===== config.mk =====
export PLATFORM = sky130hd
export DESIGN_NAME = mem_block_copier
export DESIGN_NICKNAME = d
export VERILOG_FILES = /design/src/rtl/mem_block_copier.sv
export SDC_FILE = /design/constraint.sdc
export NUM_CORES = 1
export LEC_CHECK = 0
export ABC_CLOCK_PERIOD_IN_PS = 2100
export CORE_MARGIN = 2
export CORE_UTILIZATION = 40
export DETAILED_ROUTE_END_ITERATION = 10
export GPL_TIMING_DRIVEN = 0
export PLACE_DENSITY = 0.73
export SLEW_MARGIN = 20
export SYNTH_ARGS = -nofsm -noshare
export SYNTH_HDL_FRONTEND = slang
export SYNTH_SLANG_ARGS = --single-unit

===== constraint.sdc =====
create_clock -name clk -period 2.1 [get_ports clk]
set_input_delay 0.21 -clock clk [delete_from_list [all_inputs] [get_ports clk]]
set_output_delay 0.21 -clock clk [all_outputs]
set_load 0.01 [all_outputs]

===== src/rtl/mem_block_copier.sv =====
// mem_block_copier: word-block copy engine driving the data-memory port.
// Optional checksum output enabled by defining MCOPY_CHECKSUM_EN.
module mem_block_copier #(
  parameter int ADDR_W = 7,
  parameter int DATA_W = 32,
  parameter int LEN_W  = 6
) (
  input  logic              clk,
  input  logic              reset,
  input  logic              start,
  input  logic [ADDR_W-1:0] src_addr,
  input  logic [ADDR_W-1:0] dst_addr,
  input  logic [LEN_W-1:0]  length,
  input  logic [DATA_W-1:0] ReadData,
  output logic [ADDR_W-1:0] address,
  output logic [DATA_W-1:0] writeData,
  output logic              MemRead,
  output logic              MemWrite,
  output logic              busy,
`ifdef MCOPY_CHECKSUM_EN
  output logic [DATA_W-1:0] checksum,
`endif
  output logic              done
);

  localparam int PTR_W = ADDR_W - 2;
  localparam logic [LEN_W-1:0] MAX_LEN = LEN_W'(1 << PTR_W);

  typedef enum logic [1:0] {
    S_IDLE,
    S_RD,
    S_WR,
    S_DONE
  } state_t;

  state_t            state_q;
  logic [PTR_W-1:0]  src_ptr_q;
  logic [PTR_W-1:0]  dst_ptr_q;
  logic [LEN_W-1:0]  rem_q;
  logic [ADDR_W-1:0] address_q;
  logic [DATA_W-1:0] wdata_q;
  logic              rd_q;
  logic              wr_q;
  logic              busy_q;
  logic              done_q;

  logic [LEN_W-1:0]  len_d;
  logic [PTR_W-1:0]  src_inc_d;
  logic              unused_lsbs;

  // Clamp requested length to the memory size; next source word pointer.
  always_comb begin
    len_d     = (length > MAX_LEN) ? MAX_LEN : length;
    src_inc_d = src_ptr_q + PTR_W'(1);
  end

  assign unused_lsbs = ^{src_addr[1:0], dst_addr[1:0]};

`ifdef MCOPY_CHECKSUM_EN
  logic [DATA_W-1:0] csum_q;

  // Running sum of every word written; cleared on reset and accepted start.
  always_ff @(posedge clk) begin
    if (reset) begin
      csum_q <= '0;
    end else if (state_q == S_IDLE && start) begin
      csum_q <= '0;
    end else if (state_q == S_WR) begin
      csum_q <= csum_q + wdata_q;
    end
  end

  assign checksum = csum_q;
`endif

  // Copy FSM; outputs are registered alongside the state they belong to.
  always_ff @(posedge clk) begin
    if (reset) begin
      state_q   <= S_IDLE;
      src_ptr_q <= '0;
      dst_ptr_q <= '0;
      rem_q     <= '0;
      address_q <= '0;
      wdata_q   <= '0;
      rd_q      <= 1'b0;
      wr_q      <= 1'b0;
      busy_q    <= 1'b0;
      done_q    <= 1'b0;
    end else begin
      unique case (state_q)
        S_IDLE: begin
          if (start) begin
            src_ptr_q <= src_addr[ADDR_W-1:2];
            dst_ptr_q <= dst_addr[ADDR_W-1:2];
            rem_q     <= len_d;
            if (len_d == '0) begin
              state_q <= S_DONE;
              done_q  <= 1'b1;
            end else begin
              state_q   <= S_RD;
              address_q <= {src_addr[ADDR_W-1:2], 2'b00};
              rd_q      <= 1'b1;
              busy_q    <= 1'b1;
            end
          end
        end
        S_RD: begin
          // The write-data register doubles as the word buffer.
          wdata_q   <= ReadData;
          state_q   <= S_WR;
          address_q <= {dst_ptr_q, 2'b00};
          rd_q      <= 1'b0;
          wr_q      <= 1'b1;
        end
        S_WR: begin
          src_ptr_q <= src_inc_d;
          dst_ptr_q <= dst_ptr_q + PTR_W'(1);
          rem_q     <= rem_q - LEN_W'(1);
          wr_q      <= 1'b0;
          if (rem_q == LEN_W'(1)) begin
            state_q <= S_DONE;
            busy_q  <= 1'b0;
            done_q  <= 1'b1;
          end else begin
            state_q   <= S_RD;
            address_q <= {src_inc_d, 2'b00};
            rd_q      <= 1'b1;
          end
        end
        S_DONE: begin
          state_q <= S_IDLE;
          done_q  <= 1'b0;
        end
      endcase
    end
  end

  assign address   = address_q;
  assign writeData = wdata_q;
  assign MemRead   = rd_q;
  assign MemWrite  = wr_q;
  assign busy      = busy_q;
  assign done      = done_q;

endmodule


==> results.py, run 1 <==
metrics = {
    "final_layout": {
        "final_nets": 478,
        "layout.area.seq_sq_um": 1180,
        "diodes": 0,
        "area_growth_pct": 44.0,
        "final_layout_size_suffix_gt1_share_pct": 8.35,
        "fillers": 580,
        "multi_input_comb_area_sq_um": 1460,
    },
    "pwr": {
        "ir_worst_vdd_v": 0.000566,
        "p_leak_nw": 1.53,
        "switchingPower_mw": 2.01,
        "p_comb_share_pct": 48.2,
        "p_sw_share_pct": 38.1,
        "clock_power_share_pct": 19.7,
        "seqPwrFrac_pct": 32.1,
        "power_density_nw_per_um2": 1330,
        "power.total_mw": 5.27,
        "internal_power_mw": 3.26,
    },
    "setup_path": {
        "critPathKind": "flop to flop",
        "r2r_slack_ns": 0.09,
        "start_kind": "flop",
        "worstPathRequired_ns": 2.35,
        "cp_max_fo": 10,
        "endpoint_kind": "flop",
        "worstPathArrival_ns": 2.26,
    },
    "status": {
        "status": "finished, final reports clean",
    },
    "yosys": {
        "synth_flop_cell": "dfxtp_1",
        "synthArstFlopShare_pct": 0,
        "ys_ff_latch": 59,
        "synth_most_common_cell": "dfxtp_1",
        "yosysTopAreaCell": "dfxtp_1",
        "syn-cell-area_sq_um": 2760,
        "synth-compound-area-share_pct": 15.4,
        "synth_top_area_share_pct": 42.8,
        "synthXorXnorAreaFrac_pct": 1.27,
        "synth_top_family_by_area": "simple AND/OR/NAND/NOR gates",
        "synth_area_leaders": "dfxtp_1 (43%), mux2i_1 (13%), nor2_1 (7.3%)",
        "synth_mux_area_share_pct": 13.9,
        "synth.distinct_cells": 44,
        "ys_seq_area_share_pct": 42.8,
        "synthCells": 311,
        "synth_commonest_cells": "dfxtp_1 (59), nor2_1 (54), mux2i_1 (36)",
        "synth-simple-area-share_pct": 17.8,
        "synth-edff-count": 0,
        "avgSynthCellArea_sq_um": 8.88,
        "yosysWarnings": 0,
        "synth-adder-area-share_pct": 4.08,
    },
    "routing": {
        "drtIter0Drc": 206,
        "drc_errors": 0,
        "wirelength_um": 7400,
        "ant_nets": 0,
        "via_per_inst": 5.25,
        "first_pass_iters": 4,
        "post_drt_wl_per_cell_um": 14.8,
        "vias": 2620,
    },
    "floorplan": {
        "fp.dieW_um": 87.1,
        "rows": 30,
        "io_pins": 98,
        "die_h_um": 87.1,
        "core-area_sq_um": 6720,
        "start_util_pct": 41.1,
        "die_area_sq_um": 7580,
    },
    "timing": {
        "post-route-period-util_pct": 95.5,
        "fin_worst_skew_ns": 0.00486,
        "maxSlewViolCount": 0,
        "hold_violations": 0,
        "worst_pin_slew_ns": 0.604,
        "tns_ns": 0,
        "period_minus_slack_ns": 2.01,
        "maxSlewHeadroom_pct": 59.4,
        "setup_viol": 0,
        "rsz0062_at_grt": "false",
        "fin_ws_ns": 0.0948,
        "fmax_mhz": 499,
    },
    "clock_tree": {
        "cts_made_buffers": 9,
        "holdBufCountCts": 0,
        "cts_max_level": 3,
        "cts_tree": "yes",
        "insertion_delay_ns": 0.34,
        "cts_buffer_depth": 2,
        "cts.sinks": 59,
        "cts.clk_slew.worst_paths_ns": 0.07,
        "root_buffer": "clkbuf_8",
    },
    "place": {
        "port_buffers": 91,
        "dpl.hpwl_um": 5340,
        "place.gp.congestion": 0.840,
        "dpl_worst_slack_ns": 0.0569,
    },
    "hold_path": {
        "min_path_type": "flop to flop",
    },
    "global_routing": {
        "grt_max_degree": 11,
        "antenna_found_initial": 0,
        "grt_pass1_vias": 2666,
        "overflow": 0,
        "gr-usage-all-layers_pct": 20.6,
        "grt_pass1_wl_um": 12200,
    },
    "flow_run": {
        "drv_cap": 0,
    },
}
cell families after synthesis:
kind of cell    Yosys count
mux                      38
flops                    59
fa+ha+maj                 9
xor+xnor                  4
buf+inv                  30
other cells               1
simple gates            106
compound gates           64
worst max-delay path: stages (launching register included):
cell,delay (ns)
dfxtp_1,0.43
inv_1,0.09
ha_1,0.22
buf_2,0.19
a31o_4,0.25
or4_4,0.48
o31ai_1,0.25
routing by layer:
| layer | track usage, % | up-vias | share of wire [%] |
|---|---|---|---|
| li1 | - | 1295 | - |
| met1 | 24.3 | 1215 | 44 |
| met2 | 33.9 | 100 | 46 |
| met3 | 7.87 | 10 | 8.6 |
| met4 | 7.53 | 0 | 1.2 |
| met5 | 0 | - | 0 |
cell type report:
class	instances	area share, %
clock buffer	11	3.56
clock inverter	5	1.32
inverter	9	0.850
multi-input combinational	223	36.6
timing repair buffer	91	22.9
tap	80	2.52
buffer	21	2.52
sequential	59	29.7
power groups by stage:
stage	clock, mW	sequential, mW	combinational (mW)
detailed placement	0	1.71	2.51
global route	1.11	1.74	2.80
floorplan	0	1.77	1.55
finish	1.04	1.69	2.54
CTS	1.06	1.69	2.53
global placement	0	1.70	2.47
final timing paths:
kind,from,cells past startpoint,to
max,state_q[0]$_SDFFE_PP0N_,6,address[6]$_SDFFE_PP0P_
min,address[3]$_SDFFE_PP0P_,2,address[3]$_SDFFE_PP0P_
max reg2reg,state_q[0]$_SDFFE_PP0N_,6,address[6]$_SDFFE_PP0P_
min reg2reg,address[3]$_SDFFE_PP0P_,2,address[3]$_SDFFE_PP0P_
what timing repair did:
action,in CTS,in global routing
endpoints found under the setup margin,0,17
setup buffers,0,0
resized for setup,0,7
cells in the final DEF (no fill, tap or decap), types with 8 or more instances in the layout:
| cell | instances |
|---|---|
| clkdlybuf4s50_1 | 91 |
| dfxtp_1 | 59 |
| nor2_1 | 54 |
| mux2i_1 | 36 |
| o21ai_0 | 17 |
| a21oi_1 | 16 |
| nand2_1 | 14 |
| clkbuf_8 | 10 |
| clkbuf_1 | 9 |
| ha_1 | 9 |
| nand3_1 | 8 |
per-stage QoR:
step | hold WS [ns] | area [sq um] | utilization, % | std cells
after floorplan | 0.357 | 2770 | - | 312
after global placement | 0.444 | 3780 | 56.2 | 483
after detailed placement | 0.453 | 3780 | 56.2 | 483
after CTS | 0.462 | 3970 | 59.1 | 499
after global routing | 0.488 | 3980 | 59.2 | 499
final | 0.468 | 3980 | 59.2 | 499
flip-flops by register name, indices dropped and copies added, names as in the netlist:
signal	cells
busy	1
MemRead	1
writeData	32
MemWrite	1
src_ptr_q	5
done	1
dst_ptr_q	5
rem_q	6
address	5
state_q	2
No activity file was read; power rests on OpenSTA's default activity.
==> run 2, diff against run 1 <==
--- a/config.mk
+++ b/config.mk
@@ -7,10 +7,10 @@
 export LEC_CHECK = 0
 export ABC_CLOCK_PERIOD_IN_PS = 2100
 export CORE_MARGIN = 2
-export CORE_UTILIZATION = 40
+export CORE_UTILIZATION = 45
 export DETAILED_ROUTE_END_ITERATION = 10
 export GPL_TIMING_DRIVEN = 0
-export PLACE_DENSITY = 0.73
+export PLACE_DENSITY = 0.8
 export SLEW_MARGIN = 20
 export SYNTH_ARGS = -nofsm -noshare
 export SYNTH_HDL_FRONTEND = slang
==> run 2 against run 1 <==
Cell area fell by 0.22%. Register-to-register slack barely moved. Worst hold slack got worse by 0.0077 ns. Combinational power barely moved. Sequential share of layout area rose by 0.097 points. Setup slack got worse by 0.0069 ns. Power fell by 0.14%. Highest routed layer unchanged.
==> results.py, run 2 (synthesis results as in run 1) <==
metrics = {
    "status": {
        "status": "finished, final reports clean",
    },
    "clock_tree": {
        "root_buffer": "clkbuf_8",
        "cts.clk_slew.worst_paths_ns": 0.07,
        "cts.sinks": 59,
        "cts_buffer_depth": 2,
        "cts_max_level": 3,
        "cts_made_buffers": 9,
        "cts_tree": "yes",
        "insertion_delay_ns": 0.34,
        "holdBufCountCts": 0,
    },
    "floorplan": {
        "fp.dieW_um": 82.3,
        "start_util_pct": 46.6,
        "die_h_um": 82.3,
        "core-area_sq_um": 5920,
        "die_area_sq_um": 6780,
        "rows": 28,
        "io_pins": 98,
    },
    "setup_path": {
        "critPathKind": "flop to flop",
        "cp_max_fo": 10,
        "worstReg2RegStart": "state_q[1]$_SDFFE_PP0N_",
        "worstPathArrival_ns": 2.25,
        "r2r_slack_ns": 0.09,
        "worstPathRequired_ns": 2.34,
        "r2r.worst_path.cells": 6,
        "endpoint_kind": "flop",
        "r2r_end": "address[6]$_SDFFE_PP0P_",
        "start_kind": "flop",
    },
    "timing": {
        "maxSlewHeadroom_pct": 60.8,
        "setup_viol": 0,
        "worst_pin_slew_ns": 0.588,
        "hold_violations": 0,
        "period_minus_slack_ns": 2.01,
        "post-route-period-util_pct": 95.8,
        "rsz0062_at_grt": "false",
        "fin_worst_skew_ns": 0.00272,
        "tns_ns": 0,
        "maxSlewViolCount": 0,
        "fmax_mhz": 497,
        "whs_ns": 0.461,
    },
    "hold_path": {
        "holdPathEnd": "MemRead$_SDFFE_PP0P_",
        "min_path_type": "flop to flop",
        "holdPathStages": 2,
        "min_from": "MemRead$_SDFFE_PP0P_",
    },
    "global_routing": {
        "overflow": 0,
        "antenna_found_initial": 0,
        "grt_max_degree": 11,
        "grt_pass1_vias": 2594,
        "grt_pass1_wl_um": 11800,
        "gr-usage-all-layers_pct": 23.1,
    },
    "routing": {
        "wirelength_um": 7450,
        "post_drt_wl_per_cell_um": 15.1,
        "via_per_inst": 5.37,
        "drc_errors": 0,
        "ant_nets": 0,
        "vias": 2655,
        "first_pass_iters": 4,
        "drtIter0Drc": 215,
    },
    "pwr": {
        "ir_worst_vdd_v": 0.000741,
        "internal_power_mw": 3.26,
        "p_sw_share_pct": 38.1,
        "p_leak_nw": 1.52,
        "power.total_mw": 5.26,
        "clock_power_share_pct": 19.6,
        "seqPwrFrac_pct": 32.3,
        "p_comb_share_pct": 48.1,
        "power_density_nw_per_um2": 1330,
        "switchingPower_mw": 2.00,
    },
    "final_layout": {
        "area_growth_pct": 43.6,
        "fillers": 488,
        "final_area_sq_um": 3970,
        "final_nets": 478,
        "final_layout_size_suffix_gt1_share_pct": 7.88,
        "multi_input_comb_area_sq_um": 1460,
        "layout_commonest_cell": "clkdlybuf4s50_1",
        "largest_reg_flops": 32,
        "layout.area.seq_sq_um": 1180,
        "final_cell_mix": "clkdlybuf4s50_1 (91), dfxtp_1 (58), nor2_1 (54)",
        "diodes": 0,
    },
    "place": {
        "place.gp.congestion": 0.840,
        "port_buffers": 91,
        "dpl.hpwl_um": 5390,
        "dpl_cell_area_sq_um": 3770,
    },
    "flow_run": {
        "drv_cap": 0,
    },
}
run 2: cell types whose count changed in the layout (fill, tap and decap cells not counted):
| cell | change |
|---|---|
| dfxtp_1 | -1 |
| dfxtp_2 | +1 |
| clkbuf_1 | +2 |
| buf_1 | +1 |
| clkbuf_2 | -3 |
run 2: area by class of cell:
type                    count  area share, %
multi-input cells         223           36.7
flip-flops and latches     59           29.8
repair buffers             91           23.0
clock buffers              11           3.56
plain buffers              21           2.43
well taps                  75           2.37
clock inverters             5           1.32
inverters                   9          0.852
run 2: repair_timing:
action | CTS | global route
setup endpoints to repair | 0 | 7
gates resized for setup | 0 | 3
endpoints found under the hold margin | 0 | 0
buffers inserted | 0 | 0
run 2: worst max-delay path: stages, from the launching register on:
cell     delay, ns
dfxtp_1       0.38
inv_1         0.09
ha_1          0.20
buf_2         0.19
a31o_4        0.25
or4_4         0.49
o31ai_1       0.30
run 2: worst max-delay path by stage:
| stage | from | to | slack (ns) | cells after the start |
|---|---|---|---|---|
| 2_1_floorplan | state_q[0]$_SDFFE_PP0N_ | address[6]$_SDFFE_PP0P_ | 0.30 | 6 |
| 3_3_place_gp | length[5] | address[6]$_SDFFE_PP0P_ | 0.11 | 5 |
| 3_5_place_dp | length[5] | address[6]$_SDFFE_PP0P_ | 0.04 | 5 |
| 4_1_cts | state_q[0]$_SDFFE_PP0N_ | address[6]$_SDFFE_PP0P_ | 0.04 | 6 |
| 5_1_grt | state_q[0]$_SDFFE_PP0N_ | dst_ptr_q[0]$_SDFFE_PP0P_ | 0.02 | 8 |
| 6_report | state_q[1]$_SDFFE_PP0N_ | address[6]$_SDFFE_PP0P_ | 0.09 | 6 |
run 2: power by group through the flow:
stage / combinational, mW / sequential, mW / clock, mW
after floorplan: 1.55 / 1.77 / 0
after detailed placement: 2.50 / 1.71 / 0
final: 2.53 / 1.70 / 1.03
after CTS: 2.52 / 1.70 / 1.04
after global routing: 2.79 / 1.74 / 1.09
after global placement: 2.45 / 1.70 / 0
run 2: routing by layer:
layer,routed length (um),vias up,track usage (%)
met5,0,-,0
met3,808,13,9.02
li1,-,1297,-
met1,3130,1224,27.6
met4,141,0,10.0
met2,3370,121,36.6
run 2: stage by stage:
| stage | worst slack, ns | cells | util (%) |
|---|---|---|---|
| 2_1_floorplan | 0.298 | 312 | - |
| 3_3_place_gp | 0.114 | 478 | 63.7 |
| 3_5_place_dp | 0.0421 | 478 | 63.7 |
| 4_1_cts | 0.0356 | 494 | 66.9 |
| 5_1_grt | 0.0247 | 494 | 67.0 |
| 6_report | 0.0880 | 494 | 67.0 |
==> run 3, diff against run 2 <==
--- a/config.mk
+++ b/config.mk
@@ -5,12 +5,12 @@
 export SDC_FILE = /design/constraint.sdc
 export NUM_CORES = 1
 export LEC_CHECK = 0
-export ABC_CLOCK_PERIOD_IN_PS = 2100
+export ABC_CLOCK_PERIOD_IN_PS = 1700
 export CORE_MARGIN = 2
-export CORE_UTILIZATION = 45
+export CORE_UTILIZATION = 41
 export DETAILED_ROUTE_END_ITERATION = 10
 export GPL_TIMING_DRIVEN = 0
-export PLACE_DENSITY = 0.8
+export PLACE_DENSITY_LB_ADDON = 0.08
 export SLEW_MARGIN = 20
 export SYNTH_ARGS = -nofsm -noshare
 export SYNTH_HDL_FRONTEND = slang
==> constraint.sdc (replaced) <==
create_clock -name clk -period 1.7 [get_ports clk]
set_input_delay 0.17 -clock clk [delete_from_list [all_inputs] [get_ports clk]]
set_output_delay 0.17 -clock clk [all_outputs]
set_load 0.01 [all_outputs]
==> run 3 against run 2 <==
The flow now finishes with violations (negative setup slack). Cell area is 3.7% higher. Count of clock-buffer cells in the layout unchanged. Worst hold slack lost 0.016 ns. Critical path depth unchanged. First-iteration DRC count decreased by 33%.
==> results.py, run 3 (synthesis results as in run 1) <==
metrics = {
    "routing": {
        "vias": 2667,
        "wirelength_um": 7480,
        "ant_nets": 0,
        "first_pass_iters": 4,
        "post_drt_wl_per_cell_um": 15.0,
        "via_per_inst": 5.33,
        "drc_errors": 0,
        "drtIter0Drc": 143,
    },
    "final_layout": {
        "layout_commonest_cell": "clkdlybuf4s50_1",
        "final_layout_size_suffix_gt1_share_pct": 13.2,
        "final_nets": 484,
        "diodes": 0,
        "area_growth_pct": 49.0,
        "final_cell_mix": "clkdlybuf4s50_1 (91), dfxtp_1 (57), nor2_1 (54)",
        "largest_reg_flops": 32,
        "fillers": 565,
    },
    "floorplan": {
        "start_util_pct": 43.0,
        "io_pins": 98,
        "rows": 29,
        "die_area_sq_um": 7410,
        "core-area_sq_um": 6420,
        "fp.dieW_um": 86.1,
        "die_h_um": 86.1,
    },
    "pwr": {
        "seqPwrFrac_pct": 30.9,
        "switchingPower_mw": 2.54,
        "p_sw_share_pct": 37.1,
        "power.total_mw": 6.83,
        "p_leak_nw": 1.58,
        "power_density_nw_per_um2": 1660,
        "internal_power_mw": 4.29,
        "clock_power_share_pct": 17.9,
        "ir_worst_vdd_v": 0.000791,
        "p_comb_share_pct": 51.1,
    },
    "status": {
        "violations": "negative setup slack",
        "status": "complete, but fails checks",
    },
    "clock_tree": {
        "insertion_delay_ns": 0.34,
        "cts_max_level": 3,
        "cts_made_buffers": 9,
        "root_buffer": "clkbuf_8",
        "cts.sinks": 59,
        "holdBufCountCts": 0,
        "cts_buffer_depth": 2,
        "cts_tree": "yes",
        "cts.clk_slew.worst_paths_ns": 0.07,
    },
    "setup_path": {
        "path_cells": "buf_6 -> ha_4 -> nor2b_4 -> and3_4 -> or4_4 -> o31ai_1",
        "endpoint_kind": "flop",
        "start_kind": "flop",
        "worstPathRequired_ns": 1.95,
        "cp_max_fo": 5,
        "worstPathArrival_ns": 1.96,
        "slowest_stage": "or4_4",
        "r2r.worst_path.cells": 6,
        "r2r_end": "address[6]$_SDFFE_PP0P_",
        "worstReg2RegStart": "state_q[1]$_SDFFE_PP0N_",
        "critPathKind": "flop to flop",
        "max_stage_delay_ns": 0.48,
        "r2r_slack_ns": -0.003,
    },
    "flow_run": {
        "drv_cap": 0,
    },
    "timing": {
        "post-route-period-util_pct": 100,
        "tns_ns": -0.00495,
        "hold_violations": 0,
        "whs_ns": 0.445,
        "fmax_mhz": 587,
        "rsz0062_at_grt": "true",
        "fin_worst_skew_ns": 0.00926,
        "setup_viol": 2,
        "maxSlewHeadroom_pct": 65.4,
        "worst_pin_slew_ns": 0.519,
        "maxSlewViolCount": 0,
        "period_minus_slack_ns": 1.70,
        "fin_ws_ns": -0.00334,
    },
    "place": {
        "dpl.hpwl_um": 5260,
        "port_buffers": 91,
        "place.gp.congestion": 0.889,
        "dpl_worst_slack_ns": -0.380,
    },
    "hold_path": {
        "min_path_type": "primary input to flop",
        "holdPathEnd": "writeData[8]$_SDFFE_PP0P_",
        "min_from": "ReadData[8]",
        "holdPathStages": 3,
    },
    "global_routing": {
        "gr-usage-all-layers_pct": 21.2,
        "grt_max_degree": 11,
        "grt_pass1_wl_um": 12300,
        "antenna_found_initial": 0,
        "overflow": 0,
        "grt_pass1_vias": 2631,
    },
}
-- run 3: cell types whose count changed in the layout (fill, tap and decap cells not counted), sizes merged --
cell	change
buf	+10
clkbuf	-4
clkinv	-2
-- run 3: worst max-delay path, delay by kind of cell, from the launching register on --
family	cells	cell delay, ns
buf+inv	1	0.12
compound gates	1	0.20
simple gates	3	0.77
flops	1	0.36
fa+ha+maj	1	0.17
-- run 3: area by class of cell --
class	instances	area [sq um]	area share, %
clock inverters	3	40.0	0.973
repair buffers	98	967	23.5
inverters	9	40.0	0.973
well taps	77	96.3	2.34
plain buffers	20	128	3.10
clock buffers	11	141	3.44
flip-flops and latches	59	1190	28.9
multi-input cells	223	1510	36.8
-- run 3: worst max-delay path by stage --
stage	slack (ns)	startpoint	endpoint
3_3_place_gp	-0.32	reset	address[6]$_SDFFE_PP0P_
3_5_place_dp	-0.38	reset	address[5]$_SDFFE_PP0P_
2_1_floorplan	0.02	state_q[0]$_SDFFE_PP0N_	address[5]$_SDFFE_PP0P_
5_1_grt	-0.04	state_q[1]$_SDFFE_PP0N_	address[6]$_SDFFE_PP0P_
4_1_cts	0.003	state_q[1]$_SDFFE_PP0N_	dst_ptr_q[4]$_SDFFE_PP0P_
6_report	-0.003	state_q[1]$_SDFFE_PP0N_	address[6]$_SDFFE_PP0P_
-- run 3: what timing repair did --
item                       in CTS  in global routing
resized for setup              25                 18
hold endpoints to repair        0                  0
setup endpoints to repair      52                 50
cloned                          0                  0
buffers inserted                6                  1
pin swaps                       5                  2
-- run 3: power groups by stage --
stage	Sequential, mW	Clock, mW	Combinational, mW
floorplan	2.19	0	1.94
global placement	2.10	0	3.10
detailed placement	2.11	0	3.15
CTS	2.10	1.25	3.40
global route	2.17	1.31	3.81
finish	2.11	1.22	3.49
-- run 3: metrics by stage --
step | util, % | cell area, sq um | std cells
2_1_floorplan | - | 2770 | 312
3_3_place_gp | 58.9 | 3780 | 480
3_5_place_dp | 58.9 | 3780 | 480
4_1_cts | 63.4 | 4070 | 499
5_1_grt | 64.1 | 4110 | 500
6_report | 64.1 | 4110 | 500
-- run 3: routing by layer --
metal	track usage (%)	routed length (um)
met1	24.9	3160
met2	35.0	3600
met3	9.14	629
met5	0	0
met4	6.64	87
